===== src/rtl/md_pkg.sv =====
// Shared encodings, state type and sizing for the sequential multiply/divide unit.
package md_pkg;

    localparam int MD_W      = 32;
    localparam int DIV_STEPS = 32;

    localparam logic [2:0] OP_MULT  = 3'b000;
    localparam logic [2:0] OP_MULTU = 3'b001;
    localparam logic [2:0] OP_DIV   = 3'b010;
    localparam logic [2:0] OP_DIVU  = 3'b011;
    localparam logic [2:0] OP_MFHI  = 3'b100;
    localparam logic [2:0] OP_MFLO  = 3'b101;
    localparam logic [2:0] OP_MTHI  = 3'b110;
    localparam logic [2:0] OP_MTLO  = 3'b111;

    typedef enum logic [1:0] {
        ST_IDLE,
        ST_MUL,
        ST_DIV,
        ST_DIV_FIX
    } md_state_t;

    function automatic logic [MD_W-1:0] abs_val(input logic [MD_W-1:0] v, input logic neg);
        return neg ? -v : v;
    endfunction

endpackage


===== src/rtl/md_divider.sv =====
// Iterative restoring divider core: unsigned magnitudes, one quotient bit per cycle.
module md_divider
    import md_pkg::*;
(
    input  logic            clk,
    input  logic            reset,
    input  logic            load,
    input  logic [MD_W-1:0] dividend,
    input  logic [MD_W-1:0] divisor,
    output logic [MD_W-1:0] quotient,
    output logic [MD_W-1:0] remainder,
    output logic            last
);

    logic [MD_W-1:0] rem_q;
    logic [MD_W-1:0] quo_q;
    logic [MD_W-1:0] dvs_q;
    logic [5:0]      cnt_q;
    logic [MD_W:0]   rem_sh;
    logic            fits;
    logic [MD_W-1:0] sub;

    // When the divisor fits, the difference is below 2^32, so a 32-bit subtract is exact.
    always_comb begin
        rem_sh = {rem_q, quo_q[MD_W-1]};
        fits   = rem_sh >= {1'b0, dvs_q};
        sub    = rem_sh[MD_W-1:0] - dvs_q;
    end

    always_ff @(posedge clk) begin
        if (reset) begin
            rem_q <= '0;
            quo_q <= '0;
            dvs_q <= '0;
            cnt_q <= '0;
        end else if (load) begin
            rem_q <= '0;
            quo_q <= dividend;
            dvs_q <= divisor;
            cnt_q <= 6'(DIV_STEPS);
        end else if (cnt_q != 6'd0) begin
            cnt_q <= cnt_q - 6'd1;
            if (fits) begin
                rem_q <= sub;
                quo_q <= {quo_q[MD_W-2:0], 1'b1};
            end else begin
                rem_q <= rem_sh[MD_W-1:0];
                quo_q <= {quo_q[MD_W-2:0], 1'b0};
            end
        end
    end

    assign quotient  = quo_q;
    assign remainder = rem_q;
    assign last      = (cnt_q == 6'd1);

endmodule


===== src/rtl/md_seq_unit.sv =====
// Sequential MULT/DIV unit with HI/LO registers. Define MD_DIVZERO_CHECK_EN for the
// divide-by-zero shortcut and the sticky div_zero output.
//
// state      | meaning
// ST_IDLE    | accepts requests; MTHI/MTLO complete here
// ST_MUL     | down-counting multiply latency, product written at count 1
// ST_DIV     | divider core stepping, 32 cycles
// ST_DIV_FIX | sign fix-up and HI/LO write
module md_seq_unit
    import md_pkg::*;
#(
    parameter int MUL_CYCLES = 4
) (
    input  logic            clk,
    input  logic            reset,
    input  logic            start,
    input  logic [2:0]      md_op,
    input  logic [MD_W-1:0] A,
    input  logic [MD_W-1:0] B,
    output logic            busy,
    output logic            done,
    output logic [MD_W-1:0] hilo_out
`ifdef MD_DIVZERO_CHECK_EN
    ,
    output logic            div_zero
`endif
);

    md_state_t       state;
    logic [MD_W-1:0] hi;
    logic [MD_W-1:0] lo;
    logic [MD_W-1:0] mul_a;
    logic [MD_W-1:0] mul_b;
    logic            mul_signed;
    logic [3:0]      mul_cnt;
    logic            q_neg;
    logic            r_neg;
`ifdef MD_DIVZERO_CHECK_EN
    logic            dz_pend;
`endif

    logic            div_load;
    logic            div_signed;
    logic [MD_W-1:0] div_quo;
    logic [MD_W-1:0] div_rem;
    logic            div_last;
    logic [MD_W-1:0] q_fix;
    logic [MD_W-1:0] r_fix;
    logic [2*MD_W-1:0] ext_a;
    logic [2*MD_W-1:0] ext_b;
    logic [2*MD_W-1:0] prod;

    assign div_signed = (md_op == OP_DIV);
    assign div_load   = (state == ST_IDLE) && start && (md_op == OP_DIV || md_op == OP_DIVU);

    md_divider u_div (
        .clk       (clk),
        .reset     (reset),
        .load      (div_load),
        .dividend  (abs_val(A, div_signed & A[MD_W-1])),
        .divisor   (abs_val(B, div_signed & B[MD_W-1])),
        .quotient  (div_quo),
        .remainder (div_rem),
        .last      (div_last)
    );

    // Low 64 bits of the sign-extended product equal the signed product.
    always_comb begin
        ext_a = {{MD_W{mul_signed & mul_a[MD_W-1]}}, mul_a};
        ext_b = {{MD_W{mul_signed & mul_b[MD_W-1]}}, mul_b};
        prod  = ext_a * ext_b;
        q_fix = q_neg ? -div_quo : div_quo;
        r_fix = r_neg ? -div_rem : div_rem;
    end

    always_ff @(posedge clk) begin
        if (reset) begin
            state      <= ST_IDLE;
            hi         <= '0;
            lo         <= '0;
            busy       <= 1'b0;
            done       <= 1'b0;
            mul_a      <= '0;
            mul_b      <= '0;
            mul_signed <= 1'b0;
            mul_cnt    <= '0;
            q_neg      <= 1'b0;
            r_neg      <= 1'b0;
`ifdef MD_DIVZERO_CHECK_EN
            dz_pend    <= 1'b0;
            div_zero   <= 1'b0;
`endif
        end else begin
            done <= 1'b0;
            case (state)
                ST_IDLE: begin
                    if (start) begin
                        case (md_op)
                            OP_MULT, OP_MULTU: begin
                                mul_a      <= A;
                                mul_b      <= B;
                                mul_signed <= (md_op == OP_MULT);
                                mul_cnt    <= 4'(MUL_CYCLES);
                                busy       <= 1'b1;
                                state      <= ST_MUL;
                            end
                            OP_DIV, OP_DIVU: begin
                                q_neg <= div_signed & (A[MD_W-1] ^ B[MD_W-1]);
                                r_neg <= div_signed & A[MD_W-1];
                                busy  <= 1'b1;
                                state <= ST_DIV;
`ifdef MD_DIVZERO_CHECK_EN
                                dz_pend <= (B == '0);
                                mul_a   <= A;
                                if (B == '0) state <= ST_DIV_FIX;
`endif
                            end
                            OP_MTHI: hi <= A;
                            OP_MTLO: lo <= A;
                            default: ;
                        endcase
                    end
                end
                ST_MUL: begin
                    if (mul_cnt == 4'd1) begin
                        {hi, lo} <= prod;
                        busy     <= 1'b0;
                        done     <= 1'b1;
                        state    <= ST_IDLE;
                    end else begin
                        mul_cnt <= mul_cnt - 4'd1;
                    end
                end
                ST_DIV: begin
                    if (div_last) state <= ST_DIV_FIX;
                end
                ST_DIV_FIX: begin
`ifdef MD_DIVZERO_CHECK_EN
                    if (dz_pend) begin
                        hi       <= mul_a;
                        lo       <= '1;
                        div_zero <= 1'b1;
                    end else begin
                        hi <= r_fix;
                        lo <= q_fix;
                    end
`else
                    hi <= r_fix;
                    lo <= q_fix;
`endif
                    busy  <= 1'b0;
                    done  <= 1'b1;
                    state <= ST_IDLE;
                end
                default: state <= ST_IDLE;
            endcase
        end
    end

    assign hilo_out = (md_op == OP_MFHI) ? hi : lo;

endmodule


===== config.mk =====
export PLATFORM = sky130hd
export DESIGN_NAME = md_seq_unit
export DESIGN_NICKNAME = d
export VERILOG_FILES = /design/src/rtl/md_pkg.sv /design/src/rtl/md_divider.sv /design/src/rtl/md_seq_unit.sv
export SDC_FILE = /design/constraint.sdc
export NUM_CORES = 2
export LEC_CHECK = 0
export BUFFER_PORTS_ARGS = -buffer_cell sky130_fd_sc_hd__buf_2
export CAP_MARGIN = 40
export CORE_ASPECT_RATIO = 0.9
export CORE_UTILIZATION = 59
export CTS_CLUSTER_SIZE = 12
export DETAILED_ROUTE_END_ITERATION = 12
export GPL_TIMING_DRIVEN = 1
export PLACE_DENSITY = 0.84
export RECOVER_POWER = 25
export SLEW_MARGIN = 20
export SYNTH_ARGS = -nofsm -noshare
export SYNTH_HDL_FRONTEND = slang
export SYNTH_SLANG_ARGS = --single-unit

===== constraint.sdc =====
create_clock -name clk -period 9.4 [get_ports clk]
set_input_delay 1.88 -clock clk [delete_from_list [all_inputs] [get_ports clk]]
set_output_delay 1.88 -clock clk [all_outputs]
set_load 0.02 [all_outputs]

Word-level counts from Yosys, hierarchy flattened --
Index checks and enable logic that the tools add are counted.
Storage, ports and cells: input bits 70, word-level logic and storage cells 105, output and inout port bits 34, bits in registers 241
Operators by class: eq/ne operators 20, multiplexer cells 34, bitwise logic cells 6, $add $sub $neg 7, magnitude comparators 1, multipliers 1, reductions and logical operators 20
Operator list (number):
- 32-bit 2-to-1 mux | 14
- 32-bit one-hot mux with 3 select lines | 2
- 32-bit negation | 4
- 33-bit by 33-bit multiplier with 64-bit output | 1
- 33-bit by 32-bit >= comparator with 1-bit output | 1
- 32-bit subtractor | 1
- 4-bit AND reduction | 5
- 4-bit 2-to-1 mux | 3
- 6-bit 2-to-1 mux | 2
- 2-bit inequality test (second input constant) | 5
- 3-bit equality test (second input constant) | 3
- 2-bit one-hot mux with 4 select lines | 1
- 4-bit one-hot mux with 2 select lines | 1
- 3-bit by 2-bit equality test with 1-bit output (second input constant) | 2
- 6-bit by 1-bit equality test with 1-bit output (second input constant) | 1
- 2-bit 2-to-1 mux | 3
- 2-bit by 1-bit inequality test with 1-bit output (second input constant) | 3
- 3-bit AND reduction | 2
- 6-bit nonzero test | 1
- 2-bit OR reduction | 3
- 6-bit by 1-bit subtractor with 6-bit output (second input constant) | 1
- 1-bit bitwise AND | 5
- 1-bit 2-to-1 mux | 5
- 2-bit equality test (second input constant) | 2
- other kinds (16) | 18

Logic depth before layout (Yosys ltp) --
depth in word-level cells 5, gate-level depth with buffers 31, depth with buffers taken out 28

Hierarchy --
From an unflattened synthesis, not the netlist that was laid out.
Second synthesis, totals: cells, all modules 6178, area, all modules 52930.8 um^2
Modules (own cells, without submodules):
- md_seq_unit | seq. area each 2782.7 um^2, cells an instance 5378, area each 46684.8 um^2, instances 1
- md_divider | seq. area each 2042.0 um^2, cells an instance 800, area each 6246.0 um^2, instances 1

Worst setup path before layout --
No wires, ideal clock.
path type register to register, start register mul_a[31], end register hi[21], arrival time 7907 ps, library setup time 76 ps, clock period less this slack 7983 ps, data required time 9324 ps, stages on the path, launching flop included 29, path slack 1417 ps, path buffers 2, path through dfxtp_1 > clkbuf_1 > and2_1 > clkbuf_1 > nand2_1 > inv_1 > fa_1 > inv_1 > fa_1 > inv_1 > fa_1 > fa_1 > inv_1 > fa_1 > inv_1 > fa_1 > inv_1 > fa_1 > fa_1 > inv_1 > ha_1 > nand2_1 > nor3_1 > nand2b_1 > o2111a_1 > or2_2 > a21boi_0 > mux2_2 > a21boi_0
On the way: longest elaborated chain between the ends 4
RTL lines:
- start: declaration | line md_seq_unit.sv:32 | logic [MD_W-1:0] mul_a;
- start signal: assignment | line md_seq_unit.sv:83 | mul_a <= '0;
- start signal: assignment | line md_seq_unit.sv:100 | mul_a <= A;
- 1-bit bitwise AND | line md_seq_unit.sv:69 | ext_a = {{MD_W{mul_signed & mul_a[MD_W-1]}}, mul_a};
- 33-bit by 33-bit multiplier with 64-bit output (*) | line md_seq_unit.sv:71 | prod = ext_a * ext_b;
- 32-bit 2-to-1 mux (*) | line md_seq_unit.sv:125 | if (mul_cnt == 4'd1) begin
- 32-bit one-hot mux with 3 select lines (*) | line md_seq_unit.sv:95 | case (state)
- end signal: assignment | line md_seq_unit.sv:126 | {hi, lo} <= prod;
- end signal: assignment | line md_seq_unit.sv:148 | hi <= r_fix;
- end: declaration | line md_seq_unit.sv:30 | logic [MD_W-1:0] hi;
Mark *: on every way between the ends. The rest lies on a longest branch, timed or not. The select of a mux whose other input is x is not followed. A chain may end at the register's enable or synchronous reset.

Final worst setup path --
start input reset, end register mul_b[12]
RTL lines:
- start: declaration | line md_seq_unit.sv:15 | input logic reset,
- end signal: assignment | line md_seq_unit.sv:84 | mul_b <= '0;
- end signal: assignment | line md_seq_unit.sv:101 | mul_b <= B;
- end: declaration | line md_seq_unit.sv:33 | logic [MD_W-1:0] mul_b;
No word-level cell between the ends.

==> metrics.txt <==
status complete, but fails checks; violations in the final reports max-capacitance violations, max-slew violations; power share of the sequential group 0.293; Logic pwr share 0.480; worst min path class reg -> reg; GRT met2 Usage 0.545; 1st-pass router iterations 8; clk slew on worst S/H paths 0.06 ns; Sink Count 241; CTS root buffer clkbuf_16; PortBufs 103; Setup Fix Bufs, Post-CTS 0; crit path max fanout 84; maximum level of the CTS H-tree 1; Post-Syn Nets around 7600; register area 4830 um2; hold slack final 0.454 ns; Tot GR Track Use 0.345; GRT overflow 0; Max IR drop VDD 208 uV; Skew-Pair Late Insertion Delay 0.56 ns; CP Data Required Time around 9.7 ns; Psw 2.12 mW; Slew @ Worst Pin 4.43 ns; Int Power 2.55 mW; largest net degree at the start of global routing 85; worst-path cell chain clkbuf_1, clkbuf_1, clkbuf_1, a21oi_1; ANT nets after route 0; Clk network pwr share 0.227; Avg Vias per Cell 6.02; flops & latches, synth ~240; critical path's top delay family buffers and inverters; Initial Utilization 0.598; met3 usage 0.0578; HPWL after detailed placement 122000 um; Synth Warn # 0; commonest non-fill, non-tap cell in the layout inv_1; dominant synthesized flop cell dfxtp_1; drc violations 0; design area 55300 um2; worst setup path startpoint reset; drt total wl 152000 um; critical path arrival roughly 9.0 ns; area growth from synthesis to layout 5.05%; sequential-to-total area share from yosys stat 0.0916; hold path cells 2; Max stage delay on crit path roughly 3.1 ns; number of hold buffers added after cts 0; RSZ-0062 raised after global routing false; FILL cells 7076; RR Startpoint mul_b[5]; via count approximately 44000; die area 90500 um2; first-pass GRT wire length 244000 um; max-slew violation count 214; grt peak-use layer met2; Num CTS Buffers 27; Post-Syn Instances 6187; Die X 317 um; met1 Usage GRT 0.457; Synth cell types 71; post-CTS resize count 0; EDFF count, synth 0; power per cell area 84.3 nW/um2; Final Hold Fails 0; 1st-iter DRT viols 4720; highest-count cells in the layout ignoring fill and taps inv_1, fa_1, nand2_1; FMAX approximately 110 MHz; Worst path depth 4; Max-Cap Viols 4; Post-synth ARST share 0; area of the multi-input gates 42000 um2; die height between 200 and 300 um; WL/cell 21.0 um; Cell Area, Synth 52700 um2; Row Count 103; slowest CP cell clkbuf_1; Sw Ratio 0.454; worst path bufs/invs 3; nets 7533; Final period util 0.934; leakage about 26 nW; critical path startpoint category input port; vias in the first global route 45391; Register-to-Register Path Depth 24; Avg Inst Size Synth 8.51 um2; CTS tree built; share of layout cells above drive strength 1 0.0582; Worst Hold Launch mul_b[22]; cell mode on critical path clkbuf_1; GPL Wtd Cong approximately 0.99; Final Power 4.67 mW; Area after DPL 54300 um2; Worst setup EP type flip-flop; clock skew 0.0200 ns; Rel. slew slack -1.95; minimum clock period 8.78 ns; setup tns final 0 ns; clk buf depth 3; I/O pins approximately 100; Setup-failing EPs final 0; initial antenna violation count 1; critical path class in -> reg; Core ar. 88000 um2
==> flip-flops by register name, indices dropped and copies added, names as in the netlist, 6 cells and up <==
| name | cells |
|---|---|
| hi | 32 |
| lo | 32 |
| mul_a | 32 |
| mul_b | 32 |
| u_div.cnt_q | 6 |
| u_div.dvs_q | 32 |
| u_div.quotient | 32 |
| u_div.remainder | 32 |
==> Yosys cell counts, types with 4 or more instances <==
| cell | instances | area, um2 |
|---|---|---|
| buf_1 | 11 | 41.3 |
| o21bai_1 | 13 | 97.6 |
| a21oi_1 | 248 | 1240 |
| o21ai_0 | 151 | 756 |
| mux2i_1 | 14 | 140 |
| or3_1 | 27 | 169 |
| a21boi_0 | 8 | 60.1 |
| o31a_1 | 7 | 61.3 |
| and4_1 | 4 | 35.0 |
| o21a_1 | 15 | 113 |
| ha_1 | 252 | 3150 |
| o41ai_1 | 20 | 175 |
| xnor2_1 | 132 | 1160 |
| nor2_1 | 231 | 867 |
| nand3_1 | 38 | 190 |
| dfxtp_1 | 241 | 4820 |
| nand4_1 | 24 | 150 |
| fa_1 | 1126 | 22500 |
| nor3_1 | 45 | 225 |
| nand2b_1 | 18 | 113 |
| nand3b_1 | 7 | 52.6 |
| a221oi_1 | 15 | 131 |
| mux2_2 | 35 | 394 |
| inv_1 | 1188 | 4460 |
| a31o_2 | 6 | 52.6 |
| a31oi_1 | 29 | 181 |
| buf_2 | 9 | 45.0 |
| or2_2 | 13 | 81.3 |
| xor2_1 | 70 | 613 |
| o31ai_1 | 29 | 218 |
| clkbuf_1 | 355 | 1330 |
| o211ai_1 | 59 | 443 |
| and2_1 | 352 | 2200 |
| nor4_1 | 20 | 125 |
| or4_1 | 8 | 60.1 |
| a21o_1 | 49 | 368 |
| nand2_1 | 1116 | 4190 |
| and3_1 | 28 | 175 |
| a311oi_1 | 48 | 420 |
| nor2b_1 | 19 | 119 |
| a211oi_1 | 54 | 405 |
==> stage by stage <==
stage / cells / setup slack [ns] / util
4_1_cts: 7244 / 0.687 / 0.627
3_3_place_gp: 7183 / 0.816 / 0.615
3_5_place_dp: 7198 / 0.731 / 0.617
6_report: 7258 / 0.617 / 0.629
5_1_grt: 7258 / 0.236 / 0.629
2_1_floorplan: 6187 / 1.42 / -
==> area by class of cell <==
type | instances | area share
clock inverter | 9 | 0.00136
tap | 1155 | 0.0261
multi-input combinational | 4379 | 0.759
timing repair buffer | 248 | 0.0323
inverter | 1188 | 0.0806
clock buffer | 37 | 0.0138
sequential | 241 | 0.0872
antenna | 1 | 0.0000452
==> power groups by stage <==
stage               combinational [mW]  sequential [mW]  clock, mW
finish                            2.24             1.37       1.06
detailed placement                2.14             1.39          0
global route                      2.44             1.38       1.10
floorplan                         1.60             1.29          0
CTS                               2.15             1.36       1.06
global placement                  2.06             1.39          0
==> kinds of logic after synthesis <==
family | synth area share
fa+ha+maj | 0.488
simple gates | 0.168
flops | 0.0916
xor+xnor | 0.0336
buf+inv | 0.112
compound gates | 0.0969
mux | 0.0101
==> worst min-delay path, delay by kind of cell (launching register included) <==
kind             cells  cell delay, ns
AO/OA/AOI/OAI        1            0.05
flip-flops           1            0.31
AND/OR/NAND/NOR      1            0.05
==> path summary, 6_finish.rpt <==
path / end / slack, ns
setup reg to reg: hi[8] / 0.63
hold reg to reg: mul_b[22] / 0.45
hold / removal: mul_b[22] / 0.45
setup / recovery: mul_b[12] / 0.62
==> per-layer routing <==
metal	up-vias	part of all wire	wire length, um
met1	21804	0.37	56200
met3	593	0.10	16000
li1	18694	-	-
met4	0	0.062	9440
met5	-	0	0
met2	2630	0.46	70600
Note: power is estimated with default switching activity, not from simulation.
